===== src/rtl/arb_pkg.sv =====
// Shared arbiter definitions: requester count, select width, FSM encoding and the
// round-robin search helper.
package arb_pkg;

    localparam int NUM_REQ = 4;
    localparam int SEL_W   = 2;

    typedef enum logic {
        IDLE  = 1'b0,
        GRANT = 1'b1
    } state_e;

    typedef struct packed {
        logic             valid;
        logic [SEL_W-1:0] idx;
    } pick_t;

    // Walk from the farthest offset back to ptr so the closest set bit is the one kept.
    function automatic pick_t rr_pick(input logic [NUM_REQ-1:0] req,
                                      input logic [SEL_W-1:0]   ptr);
        pick_t            p;
        logic [SEL_W-1:0] idx;
        p = '0;
        for (int k = NUM_REQ - 1; k >= 0; k--) begin
            idx = ptr + SEL_W'(k);
            if (req[idx]) begin
                p.valid = 1'b1;
                p.idx   = idx;
            end
        end
        return p;
    endfunction

endpackage


===== src/rtl/hold_counter.sv =====
// Saturating up-counter that times how long the current grant has been held.
// Synchronous active-high reset; clear has priority over enable.
module hold_counter #(
    parameter int CNT_W = 4
) (
    input  logic             clk,
    input  logic             reset,
    input  logic             clear,
    input  logic             enable,
    input  logic [CNT_W-1:0] max_val,
    output logic [CNT_W-1:0] cnt
);

    logic [CNT_W-1:0] cnt_q, cnt_d;

    always_comb begin
        cnt_d = cnt_q;
        if (clear) begin
            cnt_d = '0;
        end else if (enable && (cnt_q < max_val)) begin
            cnt_d = cnt_q + CNT_W'(1);
        end
    end

    always_ff @(posedge clk) begin
        if (reset) begin
            cnt_q <= '0;
        end else begin
            cnt_q <= cnt_d;
        end
    end

    assign cnt = cnt_q;

endmodule


===== src/rtl/mux_rr_arbiter.sv =====
// Round-robin arbiter driving the select of a shared 4:1 mux, with a grant hold counter.
// Define ARB_TIMEOUT_EN to preempt an owner that reaches HOLD_MAX while others wait.
//
// state | meaning
// IDLE  | no owner; arbitrate req from ptr on the next edge
// GRANT | owner = sel; held until its req drops (or timeout preemption)
module mux_rr_arbiter
    import arb_pkg::*;
#(
    parameter int HOLD_MAX = 15,
    parameter int CNT_W    = 4
) (
    input  logic               clk,
    input  logic               reset,
    input  logic [NUM_REQ-1:0] req,
    output logic [NUM_REQ-1:0] gnt,
    output logic [SEL_W-1:0]   sel,
    output logic               busy,
    output logic [CNT_W-1:0]   hold_cnt
);

    state_e             state_q, state_d;
    logic [SEL_W-1:0]   ptr_q, ptr_d;
    logic [SEL_W-1:0]   sel_q, sel_d;
    logic [NUM_REQ-1:0] gnt_q, gnt_d;
    logic               hold_en;
    logic               timeout;
    pick_t              pick;

    assign pick = rr_pick(req, ptr_q);

`ifdef ARB_TIMEOUT_EN
    assign timeout = (hold_cnt == CNT_W'(HOLD_MAX)) && ((req & ~gnt_q) != '0);
`else
    assign timeout = 1'b0;
`endif

    always_comb begin
        state_d = state_q;
        ptr_d   = ptr_q;
        sel_d   = sel_q;
        gnt_d   = gnt_q;
        hold_en = 1'b0;
        case (state_q)
            IDLE: begin
                if (pick.valid) begin
                    state_d = GRANT;
                    gnt_d   = NUM_REQ'(1) << pick.idx;
                    sel_d   = pick.idx;
                end
            end
            GRANT: begin
                if (!req[sel_q] || timeout) begin
                    state_d = IDLE;
                    gnt_d   = '0;
                    ptr_d   = sel_q + SEL_W'(1);
                end else begin
                    hold_en = 1'b1;
                end
            end
            default: begin
                state_d = IDLE;
                gnt_d   = '0;
            end
        endcase
    end

    always_ff @(posedge clk) begin
        if (reset) begin
            state_q <= IDLE;
            ptr_q   <= '0;
            sel_q   <= '0;
            gnt_q   <= '0;
        end else begin
            state_q <= state_d;
            ptr_q   <= ptr_d;
            sel_q   <= sel_d;
            gnt_q   <= gnt_d;
        end
    end

    // Cleared whenever the grant is not continuing, so every new grant starts at 0.
    hold_counter #(
        .CNT_W (CNT_W)
    ) u_hold_counter (
        .clk     (clk),
        .reset   (reset),
        .clear   (!hold_en),
        .enable  (hold_en),
        .max_val (CNT_W'(HOLD_MAX)),
        .cnt     (hold_cnt)
    );

    assign gnt  = gnt_q;
    assign sel  = sel_q;
    assign busy = (state_q == GRANT);

endmodule


===== config.mk =====
export PLATFORM = sky130hd
export DESIGN_NAME = mux_rr_arbiter
export DESIGN_NICKNAME = d
export VERILOG_FILES = /design/src/rtl/arb_pkg.sv /design/src/rtl/hold_counter.sv /design/src/rtl/mux_rr_arbiter.sv
export SDC_FILE = /design/constraint.sdc
export NUM_CORES = 1
export LEC_CHECK = 0
export CAP_MARGIN = 20
export CORE_MARGIN = 5
export CORE_UTILIZATION = 41
export CTS_CLUSTER_DIAMETER = 60
export DETAILED_ROUTE_END_ITERATION = 8
export GPL_ROUTABILITY_DRIVEN = 0
export GPL_TIMING_DRIVEN = 0
export PLACE_DENSITY = 0.77
export SLEW_MARGIN = 10
export SYNTH_ARGS = -nofsm -noshare
export SYNTH_HDL_FRONTEND = slang
export SYNTH_SLANG_ARGS = --single-unit

===== constraint.sdc =====
create_clock -name clk -period 1.4 [get_ports clk]
set_input_delay 0.21 -clock clk [delete_from_list [all_inputs] [get_ports clk]]
set_output_delay 0.21 -clock clk [all_outputs]
set_load 0.1 [all_outputs]

# Word level (Yosys, flattened, before mapping)
# Index checks and enable logic that the tools add are counted.
# W data, S select, Z words.
[word_totals]
register_bits = 13
output_inout_bits = 11
word_cells = 48
[classes]
addsub = 5
magnitude_cmp = 6
eq_ne = 2
shift = 1
muxes = 21
bitwise_logic = 3
n_reduce_logical = 5
[op_table]
columns = ["op", "count"]
rows = [
  ["$lt A2 B3 Y1 const B", 5],
  ["$mux W3", 4],
  ["$bmux W1 S2", 5],
  ["$mux W1", 8],
  ["$mux W4", 2],
  ["$pmux W4 S2", 1],
  ["$reduce_and A2 Y1", 3],
  ["$add A2 B1 Y2 const B", 2],
  ["$add A2 B2 Y2 const B", 2],
  ["$add A4 B1 Y4 const B", 1],
  ["$lt A4 B4 Y1 const B", 1],
  ["$ne A2 B2 Y1 const B", 2],
  ["$shl A1 B2 Y4 const A", 1],
  ["$not A1 Y1", 3],
  ["$pmux W1 S2", 1],
  ["$reduce_or A2 Y1", 1],
  ["$logic_and A1 B1 Y1", 1],
]

# Longest topological paths before layout
# Gate-level depths: netlist of the first run.
[logic_depth]
ltp_word = 10
depth_mapped = 5
mapped_depth_nobuf = 4

# Hierarchy
# Synthesis of the first run repeated with hierarchy kept, for this count alone.
[hier_totals]
cells_unflattened = 86
hier_area_um2 = 742.0
[by_module_without_submodules]
columns = ["module", "instances", "cells_per_inst", "area_per_inst_um2"]
rows = [
  ["mux_rr_arbiter", 1, 55, 480.5],
  ["hold_counter", 1, 31, 261.5],
]

# Least setup slack after synthesis of the first run
# Ideal clock, no wire load.
[synth_timing]
path_kind = "register to register"
startpoint = "register sel_q[1] (netlist: sel[1])"
endpoint = "register u_hold_counter.cnt_q[3] (netlist: u_hold_counter.cnt[3])"
setup_time_ps = 76
t_arrival_ps = 2137
required_time_ps = 1324
setup_slack_ps = -813
path_stages_with_launch = 5
synth_period_minus_slack_ps = 2213
path_cell_list = "dfxtp_1 > mux2i_1 > mux2_4 > or3b_4 > nor3_2"
[synth_between]
elab_chain_len = 6
[synth_rtl]
columns = ["element", "line_no", "source"]
rows = [
  ["start, declared", "mux_rr_arbiter.sv:24", "logic [SEL_W-1:0] sel_q, sel_d;"],
  ["start signal, assigned", "mux_rr_arbiter.sv:77", "sel_q <= sel_d;"],
  ["$bmux W1 S2 (*)", "mux_rr_arbiter.sv:53", "if (!req[sel_q] || timeout) begin"],
  ["$mux W1 (not written as such) (*)", "mux_rr_arbiter.sv:53", ""],
  ["$mux W1 (*)", "mux_rr_arbiter.sv:53", ""],
  ["$mux W1 (*)", "mux_rr_arbiter.sv:44", "case (state_q)"],
  ["$not A1 Y1 (no source line)", "n/a", ""],
  ["$reduce_or A2 Y1 (no source line)", "n/a", ""],
  ["end signal, assigned", "hold_counter.sv:29", "cnt_q <= cnt_d;"],
  ["end, declared", "hold_counter.sv:14", "logic [CNT_W-1:0] cnt_q, cnt_d;"],
]
# Mark *: on every way between the ends. The rest lies on a longest branch, timed or not. The select of a mux whose other input is x is not followed.
# A chain may end at the register's enable or synchronous reset.

# Final worst setup path of the first run
# Same ends and word-level chain as after synthesis.

==> flow_metrics.env, run 1 <==
export IMPL_htreeDepth=1
export IMPL_fmax_mhz=690
export IMPL_setup_violations_final=5
export IMPL_synth_yosys_seq_area_share=0.392
export IMPL_finish_utilization=0.575
export IMPL_static_leakage_power_nw=0.364
export IMPL_layout_area_overhead_vs_synth_pct=32.1
export IMPL_portBuffers=16
export IMPL_finalInstanceArea_um2=876
export IMPL_finalClockSkew_ns=0.00600
export IMPL_nNetsFinal=100
export IMPL_final_hold_worst_slack_ns=0.470
export IMPL_root_buffer_cell="clkbuf_4"
export IMPL_rsz0062_at_grt="true"
export IMPL_hold_path_endpoint="gnt[2]$_SDFFE_PP0P_"
export IMPL_tritoncts_buffers=3
export IMPL_initialDrtViolationCount=11
export IMPL_final_setup_worst_slack_ns=-0.0486
export IMPL_synth_enable_flop_cells=0
export IMPL_report_final_hold_viol_count=0
export IMPL_crit_type="reg2reg"
export IMPL_cap_viol_max_count=0
export IMPL_maxSlewViolCount=0
export IMPL_clk_latency_ns=0.27
export IMPL_buffer_levels_on_the_longest_clock_path=2
export IMPL_crit_path_max_fanout=6
export IMPL_cts_setup_buffers=0
export IMPL_ys_warn_count=0
export IMPL_drive_above_1_share=0.380
export IMPL_num_antenna_cells=0
export IMPL_placedInstanceArea_um2=868
export IMPL_drtPass1Iterations=4
export IMPL_synthArstFlopShare=0
export IMPL_worstReg2RegStart="sel[1]$_SDFFE_PP0P_"
export IMPL_min_from="gnt[2]$_SDFFE_PP0P_"
export IMPL_max_slew_margin_rel=0.640
export IMPL_failed_checks="setup timing"
export IMPL_place_detailed_instances=104
export IMPL_worstHoldPathCells=1
export IMPL_layout_worst_path_cycle_share=1.03
export IMPL_ys_types=31
export IMPL_mostFrequentLayoutCell="nor2_1"
export IMPL_floorplan_die_area_mm2=0.00252
export IMPL_number_of_antenna_violations_at_the_first_check_in_global_routing=0
export IMPL_cp_arrival_ns=1.65
export IMPL_postSynth_topFlopCell="dfxtp_1"
export IMPL_initial_utilization=0.435
export IMPL_power_density_cell_area_mw_per_mm2=1240
export IMPL_synthesis_area_um2=663
export IMPL_totalPowerFinal_w=0.00109
export IMPL_cp_start_kind="flop"
export IMPL_maximum_number_of_pins_on_one_net_before_global_route_repair=11
export IMPL_remaining_drc_errors=0
export IMPL_synth_ff_latch_count=13
export IMPL_endpoint_kind="flop"
export IMPL_grt_pass1_vias=606
export IMPL_drt_wl_total_um=1500
export IMPL_reg2reg_depth=4
export IMPL_period_minus_slack_ns=1.45
export IMPL_clk_pin_slew_worst_paths_ns=0.08
export IMPL_min_path_type="reg2reg"
export IMPL_overflow=0
export IMPL_worstMarginPinSlew_ns=0.543
export IMPL_ant_nets=0
export IMPL_std_cell_rows=14
export IMPL_tritoncts="built"
export IMPL_dr_total_vias=622
export IMPL_syn_mean_instance_area_um2=9.21
export IMPL_vdd_ir_drop_worst_v=0.000572
export IMPL_die_h_um=50.2
export IMPL_run_status="complete, but fails checks"
export IMPL_cts_hold_repair_buffers=0
export IMPL_route_detailed_wl_per_inst_um=13.9
export IMPL_floorplan_io_pins=17
export IMPL_ff2ff_setup_slack_ns=-0.05
export IMPL_final_cell_mix="nor2_1 (10), buf_2 (7), dfxtp_1 (6)"
export IMPL_numClockSinks=13
export IMPL_wire_length_of_the_first_global_routing_pass_um=2640
export IMPL_chipWidth_um=50.2
export IMPL_globalRouteTotalUtil=0.130
export IMPL_dp_final_hpwl_um=1160
export IMPL_core_mm2=0.00152
export IMPL_fin_cells=108
export IMPL_syn_num_nets=79
export IMPL_r2r_end="u_hold_counter.cnt[3]$_SDFFE_PP0P_"
export IMPL_vias_per_cell=5.76
export IMPL_syn_instance_count=72
export IMPL_critPathRequiredTime_ns=1.60
-- state kept, by name (all words and copies together) (netlist names) --
register,cells
gnt,4
ptr_q,2
u_hold_counter.cnt,4
busy,1
sel,2
-- worst max path at each step --
stage                   startpoint                                 end  slack [ns]  cells past startpoint
6_report       sel[1]$_SDFFE_PP0P_  u_hold_counter.cnt[3]$_SDFFE_PP0P_       -0.05                      4
2_1_floorplan  sel[1]$_SDFFE_PP0P_  u_hold_counter.cnt[3]$_SDFFE_PP0P_       -0.15                      4
3_3_place_gp                req[0]  u_hold_counter.cnt[3]$_SDFFE_PP0P_       -0.47                      5
3_5_place_dp                req[0]  u_hold_counter.cnt[3]$_SDFFE_PP0P_       -0.48                      5
4_1_cts        sel[1]$_SDFFE_PP0P_  u_hold_counter.cnt[3]$_SDFFE_PP0P_       -0.05                      4
5_1_grt        sel[1]$_SDFFE_PP0P_  u_hold_counter.cnt[3]$_SDFFE_PP0P_       -0.13                      4
-- cell families after synthesis --
family / after synthesis / synth area share
XOR/XNOR: 1 / 0.0132
buffers and inverters: 4 / 0.0245
flip-flops: 13 / 0.392
adder cells (fa/ha/maj): 1 / 0.0189
AND/OR/NAND/NOR: 27 / 0.223
AO/OA/AOI/OAI: 21 / 0.245
multiplexers: 5 / 0.0830
-- critical path, cell delays in order (launching register included) --
cell	delay (ns)
dfxtp_4	0.37
mux2i_2	0.17
mux2_4	0.31
or3b_4	0.42
nor3_2	0.11
-- through the flow --
stage	TNS, ns	setup WS (ns)
5_1_grt	-0.671	-0.129
4_1_cts	-0.252	-0.0534
3_3_place_gp	-7.83	-0.466
6_report	-0.195	-0.0486
3_5_place_dp	-7.98	-0.481
2_1_floorplan	-0.932	-0.149
-- report_power, final --
part           internal (W)  switching (W)
logic              0.000130       0.000298
clock network      0.000110       0.000113
registers          0.000406      0.0000314
-- Yosys cell counts (all sizes together) (2+ instances only) --
cell | n | area (µm²)
or2 | 2 | 12.5
nand2 | 3 | 11.3
a21oi | 4 | 20.0
a32o | 4 | 40.0
nor3 | 3 | 25.0
nand3 | 2 | 10.0
a21o | 2 | 15.0
dfxtp | 13 | 260
inv | 2 | 7.51
mux2i | 4 | 40.0
nor3b | 3 | 22.5
o21ai | 2 | 10.0
nor2 | 11 | 41.3
clkbuf | 2 | 8.75
-- layout make-up --
class	count	area, µm²
repair buffers	16	121
flip-flops and latches	13	277
fillers	155	648
well taps	16	20.0
clock buffers	4	26.3
multi-input cells	55	408
plain buffers	2	16.3
inverters	2	7.51
-- layer usage --
| metal | up-vias | part of all wire | GRT usage |
|---|---|---|---|
| met5 | - | 0 | 0 |
| met4 | 0 | 0.013 | 0.0655 |
| met3 | 4 | 0.036 | 0.0266 |
| met2 | 12 | 0.49 | 0.218 |
| met1 | 289 | 0.46 | 0.154 |
| li1 | 317 | - | - |
-- what timing repair did --
item,CTS,global route
hold endpoints to repair,0,0
pin swaps,1,2
resized for setup,52,10
endpoints found under the setup margin,21,15
(Power assumes the default switching activity.)
==> run 2, diff against run 1 <==
PLACE_DENSITY = unset   (was 0.77)
PLACE_DENSITY_LB_ADDON = 0.1   (was unset)
==> flow_metrics.env, run 2 (synthesis results as in run 1) <==
export IMPL_htreeDepth=1
export IMPL_drive_above_1_share=0.366
export IMPL_finalClockSkew_ns=0.00356
export IMPL_die_h_um=50.2
export IMPL_nNetsFinal=101
export IMPL_totalPowerFinal_w=0.00108
export IMPL_failed_checks="setup timing"
export IMPL_maxUsedRoutingLayer="met4"
export IMPL_maximum_number_of_pins_on_one_net_before_global_route_repair=11
export IMPL_comb_pwr_share=0.383
export IMPL_worstReg2RegStart="sel[1]$_SDFFE_PP0P_"
export IMPL_power_switching_fraction=0.407
export IMPL_ant_nets=0
export IMPL_vias_per_cell=5.72
export IMPL_crit_type="reg2reg"
export IMPL_tritoncts="built"
export IMPL_core_mm2=0.00152
export IMPL_met1_length_um=736
export IMPL_cp_arrival_ns=1.63
export IMPL_placedInstanceArea_um2=868
export IMPL_final_setup_worst_slack_ns=-0.0319
export IMPL_number_of_antenna_violations_at_the_first_check_in_global_routing=0
export IMPL_clk_pin_slew_worst_paths_ns=0.08
export IMPL_overflow=0
export IMPL_power_frac_seq=0.404
export IMPL_drtPass1Iterations=4
export IMPL_drt_wl_total_um=1420
export IMPL_route_detailed_wl_per_inst_um=13.0
export IMPL_max_slew_margin_rel=0.640
export IMPL_final_cell_mix="nor2_1 (11), buf_2 (10), dfxtp_1 (6)"
export IMPL_floorplan_die_area_mm2=0.00252
export IMPL_dp_final_hpwl_um=1020
export IMPL_fmax_mhz=698
export IMPL_layout_worst_path_cycle_share=1.02
export IMPL_finalInstanceArea_um2=857
export IMPL_critPathRequiredTime_ns=1.60
export IMPL_static_leakage_power_nw=0.371
export IMPL_portBuffers=16
export IMPL_floorplan_io_pins=17
export IMPL_slowest_stage="or3b_4"
export IMPL_vdd_ir_drop_worst_v=0.000701
export IMPL_dr_total_vias=623
export IMPL_maxSlewViolCount=0
export IMPL_root_buffer_cell="clkbuf_4"
export IMPL_remaining_drc_errors=0
export IMPL_mostFrequentLayoutCell="nor2_1"
export IMPL_grt_pass1_vias=586
export IMPL_report_final_hold_viol_count=0
export IMPL_net_switching_component_of_the_power_w=0.000439
export IMPL_tritoncts_buffers=3
export IMPL_critPathLaunch="sel[1]$_SDFFE_PP0P_"
export IMPL_detailroute_wirelength_met3_um=62
export IMPL_std_cell_rows=14
export IMPL_cp_start_kind="flop"
export IMPL_num_antenna_cells=0
export IMPL_period_minus_slack_ns=1.43
export IMPL_internal_power_w=0.000639
export IMPL_delay_of_the_slowest_cell_on_the_worst_path_ns=0.42
export IMPL_wire_length_of_the_first_global_routing_pass_um=2500
export IMPL_min_path_type="reg2reg"
export IMPL_crit_chain="mux2i_2, mux2_4, or3b_4, nor3_2"
export IMPL_min_from="gnt[0]$_SDFFE_PP0P_"
export IMPL_worstMarginPinSlew_ns=0.542
export IMPL_finish_utilization=0.562
export IMPL_buffer_levels_on_the_longest_clock_path=2
export IMPL_layout_area_overhead_vs_synth_pct=29.2
export IMPL_numClockSinks=13
export IMPL_rsz0062_at_grt="true"
export IMPL_chipWidth_um=50.2
export IMPL_initialDrtViolationCount=10
export IMPL_clk_latency_ns=0.27
export IMPL_endpoint_kind="flop"
export IMPL_crit_path_max_fanout=5
export IMPL_cap_viol_max_count=0
export IMPL_run_status="complete, but fails checks"
export IMPL_power_density_cell_area_mw_per_mm2=1260
export IMPL_initial_utilization=0.435
export IMPL_met2WireLength_um=593
export IMPL_globalRouteTotalUtil=0.125
export IMPL_timing_critical_path_max_delay_family="simple AND/OR/NAND/NOR gates"
export IMPL_power_clock_fraction=0.213
export IMPL_setup_violations_final=5
export IMPL_wp_buf_inv=0
==> run 2: final timing paths <==
kind | to | slack [ns] | cells after the start
max | u_hold_counter.cnt[3]$_SDFFE_PP0P_ | -0.03 | 4
min | gnt[0]$_SDFFE_PP0P_ | 0.47 | 1
max reg2reg | u_hold_counter.cnt[3]$_SDFFE_PP0P_ | -0.03 | 4
min reg2reg | gnt[0]$_SDFFE_PP0P_ | 0.47 | 1
==> run 2: cell type report <==
class | count | area (µm²)
Fill cell | 154 | 667
Clock buffer | 4 | 26.3
Sequential cell | 13 | 277
Tap cell | 16 | 20.0
Buffer | 2 | 18.8
Multi-Input combinational cell | 55 | 394
Timing Repair Buffer | 17 | 114
Inverter | 2 | 7.51
==> run 2: worst register-to-register path, delay by kind of cell, from the launching register on <==
family           cells  cell delay, ns
multiplexers         2            0.47
AND/OR/NAND/NOR      2            0.53
flip-flops           1            0.37
==> run 2: what timing repair did <==
item	in CTS	in global routing
setup endpoints to repair	21	15
pin swaps	1	0
resized for setup	50	11
hold buffers	0	0
buffers inserted	1	0
==> run 2: per-stage QoR <==
step	hold WS, ns	setup slack, ns	setup TNS, ns	cells
CTS	0.483	-0.0286	-0.101	109
detailed placement	0.457	-0.472	-7.71	104
global route	0.497	-0.0832	-0.545	109
floorplan	0.269	-0.149	-0.932	72
global placement	0.453	-0.474	-7.73	104
finish	0.473	-0.0319	-0.0815	109
==> run 2: power by group through the flow <==
stage / logic [W] / registers (W) / clock network (W)
after floorplan: 0.000153 / 0.000618 / 0
after global placement: 0.000427 / 0.000444 / 0
after detailed placement: 0.000426 / 0.000445 / 0
after CTS: 0.000423 / 0.000436 / 0.000242
after global routing: 0.000441 / 0.000441 / 0.000263
final: 0.000413 / 0.000435 / 0.000230
==> run 2: metal layers <==
layer | vias up | GRT usage
li1 | 314 | -
met1 | 291 | 0.169
met2 | 14 | 0.180
met3 | 4 | 0.0355
met4 | 0 | 0.0655
met5 | - | 0
